[src/rtl/rv_pkg.sv]
// Shared RV32I decode definitions: opcodes, ALU op encodings, control bundle
// and the small decode helper functions used by the ID stage.
package rv_pkg;

    localparam logic [6:0] OP_LOAD   = 7'h03;
    localparam logic [6:0] OP_STORE  = 7'h23;
    localparam logic [6:0] OP_BRANCH = 7'h63;
    localparam logic [6:0] OP_JAL    = 7'h6F;
    localparam logic [6:0] OP_JALR   = 7'h67;
    localparam logic [6:0] OP_OP     = 7'h33;
    localparam logic [6:0] OP_OP_IMM = 7'h13;
    localparam logic [6:0] OP_LUI    = 7'h37;
    localparam logic [6:0] OP_AUIPC  = 7'h17;

    localparam logic [3:0] ALU_ADD   = 4'd0;
    localparam logic [3:0] ALU_SUB   = 4'd1;
    localparam logic [3:0] ALU_SLL   = 4'd2;
    localparam logic [3:0] ALU_SLT   = 4'd3;
    localparam logic [3:0] ALU_SLTU  = 4'd4;
    localparam logic [3:0] ALU_XOR   = 4'd5;
    localparam logic [3:0] ALU_SRL   = 4'd6;
    localparam logic [3:0] ALU_SRA   = 4'd7;
    localparam logic [3:0] ALU_OR    = 4'd8;
    localparam logic [3:0] ALU_AND   = 4'd9;
    localparam logic [3:0] ALU_PASSB = 4'd10;

    typedef struct packed {
        logic alusrc;
        logic regwrite;
        logic memread;
        logic memwrite;
        logic memtoreg;
        logic branch;
        logic jal;
        logic jalr;
        logic lui;
        logic auipc;
        logic illegal;
    } ctrl_t;

    function automatic ctrl_t decode_ctrl(input logic [6:0] opcode);
        ctrl_t c;
        c = '0;
        case (opcode)
            OP_LOAD:   begin c.alusrc = 1'b1; c.regwrite = 1'b1; c.memread = 1'b1; c.memtoreg = 1'b1; end
            OP_STORE:  begin c.alusrc = 1'b1; c.memwrite = 1'b1; end
            OP_BRANCH: c.branch = 1'b1;
            OP_JAL:    begin c.regwrite = 1'b1; c.jal = 1'b1; end
            OP_JALR:   begin c.regwrite = 1'b1; c.alusrc = 1'b1; c.jalr = 1'b1; end
            OP_OP:     c.regwrite = 1'b1;
            OP_OP_IMM: begin c.regwrite = 1'b1; c.alusrc = 1'b1; end
            OP_LUI:    begin c.regwrite = 1'b1; c.alusrc = 1'b1; c.lui = 1'b1; end
            OP_AUIPC:  begin c.regwrite = 1'b1; c.alusrc = 1'b1; c.auipc = 1'b1; end
            default:   c.illegal = 1'b1;
        endcase
        return c;
    endfunction

    // Immediate ALU ops have no SUBI; funct7[5] only selects SRA there.
    function automatic logic [3:0] decode_aluop(input logic [6:0] opcode,
                                                input logic [2:0] funct3,
                                                input logic       funct7_5);
        logic [3:0] op;
        op = ALU_ADD;
        case (opcode)
            OP_OP, OP_OP_IMM: begin
                case (funct3)
                    3'd0:    op = (opcode == OP_OP && funct7_5) ? ALU_SUB : ALU_ADD;
                    3'd1:    op = ALU_SLL;
                    3'd2:    op = ALU_SLT;
                    3'd3:    op = ALU_SLTU;
                    3'd4:    op = ALU_XOR;
                    3'd5:    op = funct7_5 ? ALU_SRA : ALU_SRL;
                    3'd6:    op = ALU_OR;
                    default: op = ALU_AND;
                endcase
            end
            OP_BRANCH: op = ALU_SUB;
            OP_LUI:    op = ALU_PASSB;
            default:   op = ALU_ADD;
        endcase
        return op;
    endfunction

    function automatic logic uses_rs1(input logic [6:0] opcode);
        return !(opcode == OP_LUI || opcode == OP_AUIPC || opcode == OP_JAL);
    endfunction

    function automatic logic uses_rs2(input logic [6:0] opcode);
        return (opcode == OP_OP || opcode == OP_BRANCH || opcode == OP_STORE);
    endfunction

endpackage

[src/rtl/rv_imm_gen.sv]
// Combinational immediate generator; every format is built at 32 bits and
// sign-extended to XLEN from instr[31].
module rv_imm_gen
    import rv_pkg::*;
#(
    parameter int XLEN = 32
) (
    input  logic [31:0]     instr,
    output logic [XLEN-1:0] imm
);

    logic signed [31:0] imm32;

    always_comb begin
        imm32 = '0;
        case (instr[6:0])
            OP_LOAD, OP_OP_IMM, OP_JALR:
                imm32 = {{20{instr[31]}}, instr[31:20]};
            OP_STORE:
                imm32 = {{20{instr[31]}}, instr[31:25], instr[11:7]};
            OP_BRANCH:
                imm32 = {{19{instr[31]}}, instr[31], instr[7], instr[30:25], instr[11:8], 1'b0};
            OP_JAL:
                imm32 = {{11{instr[31]}}, instr[31], instr[19:12], instr[20], instr[30:21], 1'b0};
            OP_LUI, OP_AUIPC:
                imm32 = {instr[31:12], 12'b0};
            default:
                imm32 = '0;
        endcase
    end

    assign imm = XLEN'(imm32);

endmodule

[src/rtl/id_stage_pipe.sv]
// Pipelined RV32I decode stage: decodes the IF/ID instruction, bypasses WB data,
// detects load-use hazards and holds results in a handshaked ID/EX register.
module id_stage_pipe
    import rv_pkg::*;
#(
    parameter int XLEN      = 32,
    parameter int REG_AW    = 5,
    parameter int ALUOP_W   = 4,
    parameter int WB_BYPASS = 1,
    parameter int CNT_W     = 16
) (
    input  logic               clk,
    input  logic               rst_n,
    input  logic               in_valid,
    output logic               in_ready,
    input  logic [31:0]        in_instr,
    input  logic [XLEN-1:0]    in_pc,
    input  logic               flush,
    input  logic [XLEN-1:0]    rf_rdata1,
    input  logic [XLEN-1:0]    rf_rdata2,
    input  logic               wb_regwrite,
    input  logic [REG_AW-1:0]  wb_rd,
    input  logic [XLEN-1:0]    wb_result,
    output logic               out_valid,
    input  logic               out_ready,
    output logic [XLEN-1:0]    out_pc,
    output logic [REG_AW-1:0]  out_rs1,
    output logic [REG_AW-1:0]  out_rs2,
    output logic [REG_AW-1:0]  out_rd,
    output logic [XLEN-1:0]    out_rs1_data,
    output logic [XLEN-1:0]    out_rs2_data,
    output logic [XLEN-1:0]    out_imm,
    output logic [ALUOP_W-1:0] out_aluop,
    output logic               out_alusrc,
    output logic               out_regwrite,
    output logic               out_memread,
    output logic               out_memwrite,
    output logic               out_memtoreg,
    output logic               out_branch,
    output logic               out_jal,
    output logic               out_jalr,
    output logic               out_lui,
    output logic               out_auipc,
    output logic               out_illegal,
    output logic [CNT_W-1:0]   stall_cnt
);

    logic [6:0]         opcode;
    logic [REG_AW-1:0]  dec_rs1, dec_rs2, dec_rd;
    logic [XLEN-1:0]    dec_imm, dec_rs1_data, dec_rs2_data;
    logic [ALUOP_W-1:0] dec_aluop;
    ctrl_t              dec_ctrl, ctrl_q;
    logic               load_use, adv;

    assign opcode    = in_instr[6:0];
    assign dec_rs1   = REG_AW'(in_instr[19:15]);
    assign dec_rs2   = REG_AW'(in_instr[24:20]);
    assign dec_rd    = REG_AW'(in_instr[11:7]);
    assign dec_ctrl  = decode_ctrl(opcode);
    assign dec_aluop = ALUOP_W'(decode_aluop(opcode, in_instr[14:12], in_instr[30]));

    rv_imm_gen #(.XLEN(XLEN)) u_imm_gen (
        .instr (in_instr),
        .imm   (dec_imm)
    );

    generate
        if (WB_BYPASS != 0) begin : g_bypass
            // x0 is hardwired, so a write-back to it must never be forwarded.
            assign dec_rs1_data = (wb_regwrite && wb_rd == dec_rs1 && dec_rs1 != '0) ? wb_result : rf_rdata1;
            assign dec_rs2_data = (wb_regwrite && wb_rd == dec_rs2 && dec_rs2 != '0) ? wb_result : rf_rdata2;
        end else begin : g_no_bypass
            assign dec_rs1_data = rf_rdata1;
            assign dec_rs2_data = rf_rdata2;
        end
    endgenerate

    // Only real source operands count, so LUI/JAL don't stall on garbage rs fields.
    assign load_use = out_valid & ctrl_q.memread & (out_rd != '0) & in_valid &
                      ((uses_rs1(opcode) & (out_rd == dec_rs1)) |
                       (uses_rs2(opcode) & (out_rd == dec_rs2)));
    assign adv      = ~out_valid | out_ready;
    assign in_ready = adv & ~load_use;

    always_ff @(posedge clk or negedge rst_n) begin
        if (!rst_n) begin
            out_valid    <= 1'b0;
            out_pc       <= '0;
            out_rs1      <= '0;
            out_rs2      <= '0;
            out_rd       <= '0;
            out_rs1_data <= '0;
            out_rs2_data <= '0;
            out_imm      <= '0;
            out_aluop    <= '0;
            ctrl_q       <= '0;
            stall_cnt    <= '0;
        end else if (flush) begin
            out_valid <= 1'b0;
        end else if (adv && in_valid && !load_use) begin
            out_valid    <= 1'b1;
            out_pc       <= in_pc;
            out_rs1      <= dec_rs1;
            out_rs2      <= dec_rs2;
            out_rd       <= dec_rd;
            out_rs1_data <= dec_rs1_data;
            out_rs2_data <= dec_rs2_data;
            out_imm      <= dec_imm;
            out_aluop    <= dec_aluop;
            ctrl_q       <= dec_ctrl;
        end else if (adv) begin
            out_valid <= 1'b0;
            if (load_use && stall_cnt != '1)
                stall_cnt <= stall_cnt + CNT_W'(1);
        end
    end

    assign out_alusrc   = ctrl_q.alusrc;
    assign out_regwrite = ctrl_q.regwrite;
    assign out_memread  = ctrl_q.memread;
    assign out_memwrite = ctrl_q.memwrite;
    assign out_memtoreg = ctrl_q.memtoreg;
    assign out_branch   = ctrl_q.branch;
    assign out_jal      = ctrl_q.jal;
    assign out_jalr     = ctrl_q.jalr;
    assign out_lui      = ctrl_q.lui;
    assign out_auipc    = ctrl_q.auipc;
    assign out_illegal  = ctrl_q.illegal;

endmodule

[config.mk]
export PLATFORM = sky130hd
export DESIGN_NAME = id_stage_pipe
export DESIGN_NICKNAME = d
export VERILOG_FILES = /design/src/rtl/rv_pkg.sv /design/src/rtl/rv_imm_gen.sv /design/src/rtl/id_stage_pipe.sv
export SDC_FILE = /design/constraint.sdc
export NUM_CORES = 1
export LEC_CHECK = 0
export CAP_MARGIN = 20
export CELL_PAD_IN_SITES_DETAIL_PLACEMENT = 1
export CELL_PAD_IN_SITES_GLOBAL_PLACEMENT = 1
export CORE_MARGIN = 2
export CORE_UTILIZATION = 32
export DETAILED_ROUTE_END_ITERATION = 8
export PLACE_DENSITY = 0.89
export SLEW_MARGIN = 20
export SYNTH_ARGS = -nofsm -noshare
export SYNTH_HDL_FRONTEND = slang
export SYNTH_SLANG_ARGS = --single-unit
[constraint.sdc]
create_clock -name clk -period 2.7 [get_ports clk]
set_input_delay 0.54 -clock clk [delete_from_list [all_inputs] [get_ports clk]]
set_output_delay 0.54 -clock clk [all_outputs]
set_load 0.1 [all_outputs]
== Yosys cells after proc, flatten, opt, wreduce, memory -nomap -nowiden ==
Index checks and enable logic that the tools add are counted.

* Register bits: 174
* Bits in latches: 0
* Bits in writable memories: 0
* Bits in read-only memories: 0
* Input bits: 171
* Output and inout port bits: 176
* Memories kept: 0

* Add/subtract/negate cells: 1
* Multipliers: 0
* Div/mod/pow operators: 0
* Order comparisons: 0
* Eq/ne operators: 20
* Shift-type cells: 0
* Muxes and demuxes: 20
* Bitwise operators: 13
* Reduce and logical (&&, ||, !) cells: 27

{| class="wikitable"
|+ Operators by type and width
! kind !! count
|-
| 32-bit case mux with 5 select lines || 1
|-
| 32-bit 2-to-1 mux || 2
|-
| 4-bit case mux with 7 select lines || 1
|-
| 7-bit by 6-bit == test with 1-bit output, second input constant || 3
|-
| 7-bit == test, second input constant || 3
|-
| 5-bit == test || 4
|-
| 16-bit by 1-bit adder with 16-bit output, second input constant || 1
|-
| 16-bit != test, second input constant || 1
|-
| 1-bit 2-to-1 mux || 15
|-
| 5-bit nonzero test || 3
|-
| 7-bit by 5-bit == test with 1-bit output, second input constant || 2
|-
| 4-bit case mux with 3 select lines || 1
|-
| 3-bit == test, second input constant || 3
|-
| 9-bit OR reduction || 1
|-
| 1-bit logical AND || 8
|-
| 1-bit AND || 7
|-
| 7-bit by 2-bit == test with 1-bit output, second input constant || 1
|-
| 7-bit OR reduction || 1
|-
| 3-bit by 2-bit == test with 1-bit output, second input constant || 2
|-
| 6-bit OR reduction || 1
|-
| 1-bit logical OR || 4
|-
| 1-bit NOT || 4
|-
| 4-bit AND reduction || 1
|-
| 2-bit OR reduction || 2
|-
| 7 further kinds || 9
|}

== Logic depth before layout (Yosys ltp) ==
Gate-level depths: netlist of the first run.

* Depth in word-level cells: 11
* Gate-level depth with buffers: 9
* Mapped depth without buffers: 7

== Modules after synthesis ==
Synthesis of the first run repeated with hierarchy kept, for this count alone.

* Cell total of the unflattened synthesis: 649
* Area total of the unflattened synthesis: 9003.6 um^2

{| class="wikitable"
|+ By module, submodules not included
! module !! times used !! cells an instance !! area an instance (um^2) !! seq. area each (um^2)
|-
| id_stage_pipe || 1 || 570 || 8456.9 || 4354.2
|-
| rv_imm_gen || 1 || 79 || 546.8 || 0.0
|}

== Worst setup path before layout of the first run ==
Ideal clock, no wire load.

* Kind: register to output
* Start: reg out_rd[1]
* End: out in_ready
* Arrival time: 3.150 ns
* Setup slack: -0.990 ns
* Stages on the path, launching flop included: 6
* Buffers on the path: 0
* Cell sequence: dfrtp_1 -> or4_1 -> o21ai_1 -> or4_1 -> o41ai_1 -> nor2_1

* Word-level cells in the longest chain between the ends: 6

{| class="wikitable"
|+ RTL lines
! what !! line !! RTL
|-
| from (decl) || id_stage_pipe.sv:29 || <nowiki>output logic [REG_AW-1:0] out_rd,</nowiki>
|-
| from (signal assigned) || id_stage_pipe.sv:105 || <nowiki>out_rd <= dec_rd;</nowiki>
|-
| 5-bit == test, or another cell as far along || id_stage_pipe.sv:80 || <nowiki>((uses_rs1(opcode) & (out_rd == dec_rs1)) |</nowiki>
|-
| 1-bit AND, on equally long branches || id_stage_pipe.sv:80, id_stage_pipe.sv:79, id_stage_pipe.sv:81 ||
|-
| 1-bit OR or 1-bit AND (tied branches) || id_stage_pipe.sv:80, id_stage_pipe.sv:79 ||
|-
| 1-bit AND * || id_stage_pipe.sv:79 || <nowiki>assign load_use = out_valid & ctrl_q.memread & (out_rd != '0) & in_valid &</nowiki>
|-
| 1-bit NOT * || id_stage_pipe.sv:83 || <nowiki>assign in_ready = adv & ~load_use;</nowiki>
|-
| 1-bit AND * || id_stage_pipe.sv:83 ||
|-
| to (decl) || id_stage_pipe.sv:15 || <nowiki>output logic in_ready,</nowiki>
|}

Every way passes the cells marked *; elsewhere a longest branch is shown, timed or not.

== Worst setup path after layout of the first run ==
* Start: reg out_rd[2]
* End: out in_ready

Same word-level chain as after synthesis.

==> summary.txt, run 1 <==
Status
  – Outcome: finished with violations
  – Failing checks: negative setup slack

Drt
  – Vias: 7303
  – Wirelength per Cell: 20.2 um
  – Detail Route Antenna Nets: 0
  – TritonRoute pass-1 iters: 5
  – Vias per cell: 5.01
  – DRC: 0
  – Wirelength, routed: around 30000 um
  – Initial DRC Count: approximately 280

Synth
  – Synth cell types: 45
  – Syn Std Cell Area: about 8000 sq um
  – Register bit total from synthesis: approximately 170
  – Top_reg_cell synth: dfrtp_1
  – Avg Cell Area, Syn: 10.8 sq um
  – Ys async rst share: 100%
  – Syn. warnings: 0
  – Seq/Total Area, Yosys: 55.0%
  – Mapped Cells: 736
  – Net Count, Synth: 908
  – Post-synth EDFFs: 0

Critical path
  – RR Startpoint: out_rd[1]
  – Data required, critical path: 2.16 ns
  – Critical Path End Type: output port
  – Startpoint Class: flip-flop
  – Crit Path Max Fanout: 4
  – Crit path from: out_rd[2]
  – CP Class: flip-flop to output port
  – Arr. time, crit path: 2.23 ns

CTS
  – H-Tree Depth: 4
  – TritonCTS Buffers: 17
  – Clk slew on worst S/H paths: 0.07 ns
  – Root buffer cell: clkbuf_16
  – Worst-Skew Late Latency: 0.42 ns
  – Hold Buf Count CTS: 0
  – CTS Buffer Depth: 2
  – Clk sinks: 174
  – TritonCTS clock tree: built

STA
  – Period minus WS final: 2.77 ns
  – Setup slack after layout: -0.0712 ns
  – Final hold vios: 0
  – Fin Setup TNS: -0.0712 ns
  – Max_slew headroom: 60.2%
  – F_max: 361 MHz
  – Worst Hold Margin: 0.110 ns
  – Fin. max-slew vios: 0
  – Final setup fails: 1
  – RSZ-0062 raised after global routing: true
  – Fin Clk Skew: 0.0128 ns
  – Final period utilization: 103%
  – Worst-margin pin slew: 0.597 ns

Final layout
  – Synth-to-Final Area Change: 57.9%
  – Final Non-Filler Cells: 1458
  – Register area: 4370 sq um
  – Design area: 12500 sq um
  – Area occupied by multi-input gates: 3420 sq um
  – Filler Cells Inserted: about 2700
  – Layout cells sized above 1: 31.2%
  – Fin nets: roughly 1300

Global routing
  – Number of global-route vias before repair: 8036
  – Pin count of the biggest net entering global routing: 61
  – First-pass GRT wire length: 45300 um
  – GRT Residual Overflow: 0
  – GRT Total Usage: between 20 and 25%
  – Initial antenna violation count: 2

Placed design
  – Detailed Place HPWL: roughly 23000 um
  – Routability cong.: 0.831
  – Port bufs: 346
  – Placement Cell Area: 11800 sq um
  – Placed cell count: 1420

Worst hold path
  – Worst Hold Class: primary input to async pin

Power
  – P_leak: approximately 5.4 nW
  – Switching part of the total power: ~47%
  – Combinational power share: 43.7%
  – Clock power frac: roughly a quarter
  – Worst VDD drop: 0.417 mV
  – Power share of the sequential group: around a third
  – Pwr Total: 9.97 mW
  – Pwr dens: approximately 800 nW/um^2
  – P_int: between 5 and 6 mW
  – Psw: roughly 4.7 mW

Floorplanning
  – Die height: between 150 and 200 um
  – Die area: ~26000 sq um
  – Initial Util: about a third
  – Die W: 161 um
  – Num ports: 347
  – Core area: 24300 sq um
  – Rows: 57

Flow run
  – Max_cap viols: 0
[power groups by stage]
stage / Combinational, mW / Clock [mW] / Sequential, mW
5_1_grt: 4.49 / 2.60 / 3.24
6_report: 4.36 / 2.43 / 3.19
3_5_place_dp: 4.34 / 0 / 3.23
2_1_floorplan: 0.520 / 0 / 5.77
4_1_cts: 4.36 / 2.50 / 3.19
3_3_place_gp: 4.26 / 0 / 3.20
[repair_timing]
action / CTS / global route
resized for setup: 24 / 2
cloned: 0 / 1
pin swaps: 9 / 1
buffers inserted: 1 / 3
endpoints found under the setup margin: 1 / 75
[final cells by class]
class | instances | share of cell area (%)
sequential | 174 | 34.9
timing repair buffer | 412 | 29.6
multi-input combinational | 503 | 27.4
clock buffer | 18 | 3.51
tap | 324 | 3.24
clock inverter | 13 | 1.05
inverter | 12 | 0.360
antenna | 2 | 0.0400
[kinds of logic after synthesis]
| logic type | after synthesis | synth area share (%) |
|---|---|---|
| XOR/XNOR | 33 | 3.65 |
| AO/OA/AOI/OAI | 158 | 10.8 |
| AND/OR/NAND/NOR | 191 | 11.1 |
| adder cells (fa/ha/maj) | 1 | 0.158 |
| multiplexers | 120 | 16.0 |
| buffers and inverters | 59 | 3.28 |
| flip-flops | 174 | 55.0 |
[cells in the mapped netlist, drive strengths merged (6+ instances only)]
cell type  instances  share of area (%)
dfrtp            174                 55
nand2             15               0.71
o21ai             16                1.0
mux2i             65                8.2
clkbuf            17               0.81
a22oi              6               0.57
and3              10               0.79
nand3             20                1.3
xnor2             16                1.8
xor2              17                1.9
nor2             109                5.2
a21oi            120                7.6
buf               30                1.9
nor4               6               0.47
nor3               9               0.57
inv               12               0.57
mux2              55                7.8
[layout by cell type (no fill, tap or decap), types with 3 or more instances in the layout]
cell / netlist / routed
a21oi_1: 120 / 119
a22oi_1: 6 / 6
and2_1: 3 / 3
and3_1: 10 / 9
and4_1: 3 / 3
buf_12: 0 / 13
buf_4: 1 / 225
buf_6: 0 / 4
clkbuf_16: 0 / 18
clkdlybuf4s50_1: 0 / 159
clkinv_4: 0 / 5
dfrtp_1: 174 / 166
dfrtp_2: 0 / 7
dlygate4sd2_1: 0 / 10
inv_1: 12 / 12
inv_6: 0 / 3
mux2_2: 55 / 55
mux2i_1: 65 / 65
nand2_1: 15 / 15
nand3_1: 20 / 20
nand4_1: 3 / 3
nor2_1: 109 / 106
nor2_4: 0 / 3
nor2b_1: 3 / 3
nor3_1: 9 / 9
nor4_1: 6 / 6
o21ai_0: 14 / 14
xnor2_1: 16 / 13
xor2_1: 17 / 17
[worst paths after layout]
kind	cells after the start	to	slack, ns
min in group clk	1	stall_cnt[0]	0.50
worst min register to register	1	stall_cnt[0]	0.50
max in group asynchronous	2	out_rd[1]	1.86
worst min-delay path	1	stall_cnt[9]	0.11
worst max-delay path	7	in_ready	-0.07
worst max register to register	8	out_pc[0]	0.08
[metrics by stage]
stage               util [%]  setup slack (ns)
CTS                     51.1           -0.0410
global route            51.5            -0.115
global placement        48.5            -0.183
finish                  51.5           -0.0712
detailed placement      48.5            -0.277
floorplan                  -           -0.0410
[routing by layer]
metal / share of wire (%) / vias to the layer above / GRT usage, %
li1: - / 3350 / -
met1: 39 / 3679 / 26.7
met2: 53 / 221 / 39.9
met3: 4.6 / 53 / 4.75
met4: 3.2 / 0 / 8.00
met5: 0 / - / 0
[state kept, by name, indices dropped and copies added (netlist names), 4 cells and up]
| register | count |
|---|---|
| out_rs1_data | 32 |
| out_pc | 32 |
| stall_cnt | 16 |
| out_rs1 | 5 |
| out_imm | 32 |
| out_rd | 5 |
| out_rs2_data | 32 |
| out_aluop | 4 |
| out_rs2 | 5 |
[worst max-delay path: stages (launching register included)]
cell,delay (ns)
dfrtp_2,0.42
buf_6,0.14
xnor2_4,0.18
nand4_1,0.15
or4_4,0.58
o41ai_4,0.09
nor2_4,0.06
buf_12,0.18
(Power assumes the default switching activity.)
==> inputs of run 2 (changes only) <==
--- a/config.mk
+++ b/config.mk
@@ -10,6 +10,7 @@
 export CELL_PAD_IN_SITES_GLOBAL_PLACEMENT = 1
 export CORE_MARGIN = 2
 export CORE_UTILIZATION = 32
+export CTS_CLUSTER_SIZE = 8
 export DETAILED_ROUTE_END_ITERATION = 8
 export PLACE_DENSITY = 0.89
 export SLEW_MARGIN = 20
==> results of run 2 <==
Final layout, timing and power as in run 1 (identical DEF).
==> inputs of run 3 (changes only) <==
==> constraint.sdc (replaced) <==
create_clock -name clk -period 2.7 [get_ports clk]
set_input_delay 0.54 -clock clk [delete_from_list [all_inputs] [get_ports clk]]
set_output_delay 0.54 -clock clk [all_outputs]
set_load 0.05 [all_outputs]
==> run 3 against run 2 <==
Net effect: the run still ends with negative setup slack left; critical endpoint unchanged; die area did not move; fmax is 0.59% higher; clock skew is 0.0029 ns higher; setup slack better by 0.016 ns; critical path depth rose by 1; register-to-register slack gained 0.13 ns; critical path type is now primary input to output port; count of clock-buffer cells in the layout is 1 lower; sequential power about the same.
==> summary.txt, run 3 (synthesis gave the netlist of run 1 again) <==
STA
  – RSZ-0062 raised after global routing: true
  – Final setup fails: 1 (unchanged)
  – Worst-margin pin slew: 0.709 ns (+0.113 ns)
  – Fin. max-slew vios: 0 (unchanged)
  – Final hold vios: 0 (unchanged)
  – Period minus WS final: 2.75 ns (-0.0162 ns)
  – Setup slack after layout: -0.0550 ns (+0.0162 ns)
  – F_max: 363 MHz (+0.59%)
  – Final period utilization: 102% (-0.60 points)
  – Max_slew headroom: 52.6% (-7.6 points)
  – Fin Clk Skew: 0.0156 ns (+0.00286 ns)

Critical path
  – Startpoint Class: primary input
  – Critical Path End Type: output port
  – FF-to-FF path depth: 14 (+6)
  – Data required, critical path: 2.16 ns (about the same)
  – CP Class: primary input to output port
  – Crit Path Max Fanout: 2 (-2)
  – Arr. time, crit path: 2.21 ns (-0.02 ns)

CTS
  – Root buffer cell: clkbuf_16
  – TritonCTS clock tree: built
  – Clk slew on worst S/H paths: 0.08 ns (about the same)
  – TritonCTS Buffers: 17 (unchanged)
  – CTS Buffer Depth: 2 (unchanged)
  – Clk sinks: 174 (unchanged)
  – H-Tree Depth: 4 (unchanged)
  – Worst-Skew Late Latency: 0.43 ns (about the same)

Power
  – Switching part of the total power: 38.2% (-8.7 points)
  – P_leak: 5.33 nW (-0.48%)
  – Pwr dens: 686 nW/um^2 (-14%)
  – Worst VDD drop: 0.404 mV (-3.3%)
  – Power share of the sequential group: 34.9% (+2.9 points)
  – Psw: 3.46 mW (-26%)
  – Clock power frac: 29.7% (+5.3 points)
  – P_int: 5.60 mW (+5.7%)
  – Combinational power share: 35.4% (-8.3 points)

Flow run
  – Max_cap viols: 0 (unchanged)

Global routing
  – First-pass GRT wire length: 47700 um (+5.4%)
  – Initial antenna violation count: 1 (-1)
  – GRT Residual Overflow: 0 (unchanged)
  – Pin count of the biggest net entering global routing: 74 (+21%)
  – Number of global-route vias before repair: 8324 (+3.6%)
  – GRT Total Usage: 23.8% (+1.4 points)

Status
  – Failing checks: negative setup slack
  – Outcome: finished with violations

Drt
  – Detail Route Antenna Nets: 0 (unchanged)
  – DRC: 0 (unchanged)
  – Vias: 7429 (+1.7%)
  – Vias per cell: 5.04 (+0.55%)
  – Initial DRC Count: 309 (+12%)
  – Wirelength, routed: 31300 um (+6.0%)
  – TritonRoute pass-1 iters: 4 (-1)
  – Wirelength per Cell: 21.2 um (+4.8%)

Floorplanning
  – Die height: 161 um (unchanged)
  – Die area: 26000 sq um (unchanged)
  – Num ports: 347 (unchanged)
  – Die W: 161 um (unchanged)
  – Rows: 57 (unchanged)
  – Core area: 24300 sq um (unchanged)
  – Initial Util: 32.6% (unchanged)

Placed design
  – Worst slack at placement: -0.291 ns (-0.0131 ns)
  – Routability cong.: 0.825 (-0.73%)
  – Port bufs: 346 (unchanged)
  – Detailed Place HPWL: 23800 um (+5.0%)
  – Placement Cell Area: 12400 sq um (+5.5%)

Final layout
  – Fin nets: 1309 (+1.3%)
  – Commonest cells after routing, fill and taps aside: 333 x clkdlybuf4s50_1, 173 x dfrtp_1, 120 x a21oi_1
  – Filler Cells Inserted: 2625 (-3.0%)
  – Most common cell after layout, fill and taps aside: clkdlybuf4s50_1
  – Design area: 13200 sq um (+5.4%)
  – Synth-to-Final Area Change: 66.5%
  – Layout cells sized above 1: 16.5% (-15 points)

Worst hold path
  – Worst Hold Class: primary input to async pin
==> run 3: routing by layer <==
metal	routed length, um	global-route usage (%)	vias to the layer above
li1	-	-	3383
met4	1160	9.74	0
met2	16700	42.6	218
met1	12200	27.8	3762
met3	1230	5.03	66
met5	0	0	-
==> run 3: cell type report <==
| class | count | area [sq um] | area share, % |
|---|---|---|---|
| Multi-Input combinational cell | 503 | 3420 | 25.9 |
| Clock inverter | 15 | 216 | 1.64 |
| Clock buffer | 17 | 425 | 3.22 |
| Tap cell | 324 | 405 | 3.07 |
| Antenna cell | 1 | 2.50 | 0.0190 |
| Sequential cell | 174 | 4360 | 33.0 |
| Inverter | 12 | 45.0 | 0.341 |
| Timing Repair Buffer | 429 | 4330 | 32.8 |
==> run 3: power by group through the flow <==
stage	Combinational (mW)	Sequential [mW]	Clock, mW
6_report	3.20	3.16	2.69
5_1_grt	3.34	3.21	2.86
4_1_cts	3.19	3.16	2.75
3_5_place_dp	3.16	3.21	0
3_3_place_gp	3.09	3.18	0
2_1_floorplan	0.510	4.43	0
==> run 3: repair_timing <==
action,in CTS,in global routing
setup endpoints to repair,1,1
setup buffers,1,3
pin swaps,2,1
resized for setup,22,6
hold buffers,0,0
==> run 3: worst paths after layout <==
kind                       slack, ns         start               to
setup / recovery               -0.05  in_instr[20]         in_ready
hold / removal                  0.05         rst_n     stall_cnt[2]
setup reg to reg                0.21     out_rd[3]  out_rs2_data[0]
hold reg to reg                 0.50  stall_cnt[7]     stall_cnt[7]
max in group asynchronous       1.86         rst_n  out_rs1_data[5]
min in group clk                0.50  stall_cnt[7]     stall_cnt[7]
==> run 3: critical path: stages <==
cell and delay, ns:
clkdlybuf4s50_1 0.47, xnor2_2 0.21, nand4_1 0.14, or4_4 0.43, o41ai_2 0.06, buf_4 0.18, nor2_4 0.04, buf_12 0.14
==> run 3: metrics by stage <==
step	power, mW	util, %	hold slack (ns)	TNS (ns)	cells
3_3_place_gp	6.27	51.2	0.477	-23.34	1438
2_1_floorplan	4.94	-	0.244	0	736
5_1_grt	9.40	54.3	0.0558	-0.104	1475
4_1_cts	9.11	54.0	0.0431	-0.0174	1471
3_5_place_dp	6.37	51.2	0.495	-29.70	1438
6_report	9.05	54.3	0.0492	-0.0550	1475
